===== src/rtl/lcg_pkg.sv =====
// lcg_pkg: shared types and the LCG step function for the 8-bit LCG
// generator/checker pair. f(x) = x + (x << r) + b, all modulo 2^8.
package lcg_pkg;

    localparam int LCG_W = 8;

    typedef enum logic [1:0] {
        IDLE   = 2'd0,
        ACQ    = 2'd1,
        LOCKED = 2'd2,
        LOST   = 2'd3
    } state_t;

    // One LCG step; carries and shifted-out bits are dropped by the 8-bit width.
    function automatic logic [LCG_W-1:0] lcg_next(
        input logic [LCG_W-1:0] x,
        input logic [2:0]       r,
        input logic [LCG_W-1:0] b
    );
        logic [LCG_W-1:0] shifted;
        shifted  = x << r;
        lcg_next = x + shifted + b;
    endfunction

endpackage


===== src/rtl/lcg_checker_step.sv =====
// lcg_step: purely combinational single-step predictor. Shared with the
// generator so both ends use the identical recurrence.
module lcg_step
    import lcg_pkg::*;
(
    input  logic [LCG_W-1:0] x,
    input  logic [2:0]       r,
    input  logic [LCG_W-1:0] b,
    output logic [LCG_W-1:0] y
);

    // Next word of the sequence following x.
    always_comb begin
        y = lcg_next(x, r, b);
    end

endmodule


===== config.mk =====
export PLATFORM = sky130hd
export DESIGN_NAME = lcg_step
export DESIGN_NICKNAME = d
export VERILOG_FILES = /design/src/rtl/lcg_pkg.sv /design/src/rtl/lcg_checker_step.sv
export SDC_FILE = /design/constraint.sdc
export NUM_CORES = 1
export LEC_CHECK = 0
export ABC_AREA = 1
export CORE_ASPECT_RATIO = 0.9
export CORE_MARGIN = 3
export CORE_UTILIZATION = 39
export DETAILED_ROUTE_END_ITERATION = 8
export PLACE_DENSITY = 0.71
export SYNTH_ARGS = -nofsm -noshare
export SYNTH_HDL_FRONTEND = slang
export SYNTH_SLANG_ARGS = --single-unit

===== constraint.sdc =====
create_clock -name vclk -period 7.04
set_clock_uncertainty 0.2 [all_clocks]
set_input_delay 0.704 -clock vclk [all_inputs]
set_output_delay 0.704 -clock vclk [all_outputs]
set_load 0.02 [all_outputs]

# After elaboration in Yosys (flattened, before gate mapping)
# Cells that the tools add are included.
[word_totals]
reg_bits = 0
inputBits = 19
output_inout_bits = 8
elab_cells = 3
[op_classes]
n_addsub = 2
shifts = 1
[ops]
columns = ["operator", "n"]
rows = [
  ["$add 8x8->8", 2],
  ["$shl 8x3->8", 1],
]

# Longest topological paths before layout
[logic_depth]
depth_word = 3
ltp_mapped = 17
mapped_depth_nobuf = 17

# Least setup slack after synthesis
# OpenSTA, ideal clock, no wires.
[synth_path]
path_type = "input -> output"
startpoint = "in r[0]"
endpoint = "out y[5]"
t_arrival_ns = 2.932
required_ns = 6.136
path_slack_ns = 3.204
stages = 10
path_buffers = 1
cell_sequence = "buf_6 -> o21ai_0 -> nand2_1 -> o21ai_1 -> nor2_1 -> fa_1 -> inv_1 -> fa_1 -> o31ai_1 -> xor2_1"
[synth_via]
elab_chain_len = 3
[synth_lines]
columns = ["item", "line", "rtl"]
rows = [
  ["from (decl)", "lcg_checker_step.sv:7", "input logic [2:0] r,"],
  ["$shl 8x3->8", "lcg_pkg.sv:21", "shifted = x << r;"],
  ["$add 8x8->8 (2 in series)", "lcg_pkg.sv:22", "lcg_next = x + shifted + b;"],
  ["to (decl)", "lcg_checker_step.sv:9", "output logic [LCG_W-1:0] y"],
]
# No other way between the ends.

# Final worst setup path
# Same ends and word-level chain as after synthesis.

==> impl_metrics.ini <==
[status]
status = completed

[floorplanning]
coreArea_um2 = 1730
start_util = 0.427
die_w_um = 51.9
rows = 14
io-pin-count = 27
dieArea_um2 = 2460
fp.dieH_um = 47.3

[finish]
design.seq.count = 0
fin_util = 0.587
drive_gt1_frac = 0.0657
nClkBuffers = 0
num_antenna_cells = 0
finalNetCount = 172
syn_to_final_growth_pct = 37.5
seqCellArea_um2 = 0
num-fill-cells = 166
multi_input_area_um2 = 614

[pwr]
comb_power_share = 1.000
seq_power_share = 0
internal_power_mw = 0.0703
p_leak_nw = 0.531
powerDensity_nw_per_um2 = 146
power.share.clock = 0
p_sw_frac = 0.526
power_switching_mw = 0.0779
irDropWorstVdd_uv = 162

[routing]
drtAntennaViolNets = 0
routed_wl_um = 1650
first_pass_iters = 4
drtIter0Drc = 25
via_per_inst = 4.76
drc = 0
wl_per_cell_um = 10.3
num_vias = 766

[critical_path]
cp_data_required_time_ns = 6.14
crit_path_start_kind = primary input
cp_max_fo = 10
crit_type = primary input to output port
critPathCaptureType = output port
cp.arrival_ns = 4.17

[logic_synthesis]
ys.warnings.count = 0
syn-cell-area_um2 = 741
syn_nets = 145
synthTopCellsByArea = fa_1, nand2_1, ha_1
seq_area_frac_synth = 0
synth_top_cell_by_area = fa_1
ys_top_cells_by_count = nand2_1, inv_1, nand3_1
yosysMostFrequentCell = nand2_1
yosysTopAreaCellShare = 0.216
ys_types = 25
netlist_instances = 112
avgSynthCellArea_um2 = 6.61

[sta]
slew_headroom = 0.667
min_period_ns = 5.07
setup_viol = 0
finalCritPeriodShare = 0.720
max_freq_mhz = 197
rsz0062_at_grt = no
fin_tns_setup_ns = 0
slew_violations = 0
finalHoldViolCount = 0
worst_slew_pin_slew_ns = 0.498

[place]
place_congestion = 0.880
io_buffers = 27
place.detailed.hpwl_um = 1500

[clock_tree]
cts_hold_buf = 0
cts_setup_buffers = 0
cts_resized = 0

[global_routing]
grt_first_pass_wirelength_um = 2860
overflow = 0
grt_max_degree = 12
grt_pass1_vias = 697
grtUsageTotal = 0.150
antenna_found_initial = 0

[worst_hold_path]
min_path_type = primary input to output port

[job]
max_cap_viol_count = 0
-- path summary, 6_finish.rpt --
kind / endpoint / slack [ns] / start / cells past startpoint
worst min-delay path: y[0] / 2.40 / b[0] / 5
worst max-delay path: y[5] / 1.97 / r[0] / 11
-- cells by family after synthesis --
| group | Yosys count | synth area share |
|---|---|---|
| simple gates | 58 | 0.368 |
| buf+inv | 24 | 0.171 |
| fa+ha+maj | 14 | 0.318 |
| compound gates | 11 | 0.0828 |
| xor+xnor | 4 | 0.0473 |
| mux | 1 | 0.0135 |
-- power by group through the flow --
stage	sequential [mW]	combinational, mW	clock (mW)
after floorplan	0	0.0907	0
after global placement	0	0.148	0
after detailed placement	0	0.149	0
after CTS	0	0.150	0
after global routing	0	0.165	0
final	0	0.148	0
-- final cells by class --
type | count | area share
Timing Repair Buffer | 27 | 0.265
Inverter | 22 | 0.102
Multi-Input combinational cell | 88 | 0.603
Tap cell | 24 | 0.0295
-- worst max-delay path, cell delays in order --
cell and delay [ns]:
clkdlybuf4s50_1 0.66, o21ai_0 0.34, nand2_1 0.07, o21ai_1 0.10, nor2_1 0.08, fa_1 0.53, inv_1 0.07, fa_1 0.51
o31ai_1 0.32, xor2_1 0.17, clkdlybuf4s50_1 0.62
-- cell usage in the layout (no fill, tap or decap), types with 3 or more instances in the layout --
| cell | netlist | final |
|---|---|---|
| nor2_1 | 3 | 3 |
| inv_1 | 19 | 19 |
| fa_1 | 8 | 8 |
| nand3_1 | 15 | 15 |
| o21ai_0 | 3 | 3 |
| nand3_2 | 3 | 3 |
| a21oi_1 | 4 | 4 |
| xor2_1 | 3 | 3 |
| ha_1 | 6 | 6 |
| clkdlybuf4s50_1 | 0 | 27 |
| nand2_1 | 30 | 30 |
| nand2_2 | 3 | 3 |
-- routing by layer --
| layer | vias to the layer above | track usage | part of all wire |
|---|---|---|---|
| met5 | - | 0 | 0 |
| li1 | 410 | - | - |
| met3 | 0 | 0.00635 | 0.061 |
| met2 | 23 | 0.261 | 0.45 |
| met1 | 333 | 0.219 | 0.49 |
| met4 | 0 | 0 | 0 |
-- metrics by stage --
| step | hold slack [ns] | instances | setup WS [ns] | area [um2] | total power [mW] |
|---|---|---|---|---|---|
| floorplan | 1.51 | 112 | 3.20 | 741 | 0.0907 |
| global placement | 2.40 | 161 | 2.06 | 1020 | 0.148 |
| detailed placement | 2.42 | 161 | 1.97 | 1020 | 0.149 |
| CTS | 2.42 | 161 | 1.95 | 1020 | 0.150 |
| global route | 2.46 | 161 | 1.71 | 1020 | 0.165 |
| finish | 2.40 | 161 | 1.97 | 1020 | 0.148 |
Power figures use the tool's default switching activity.
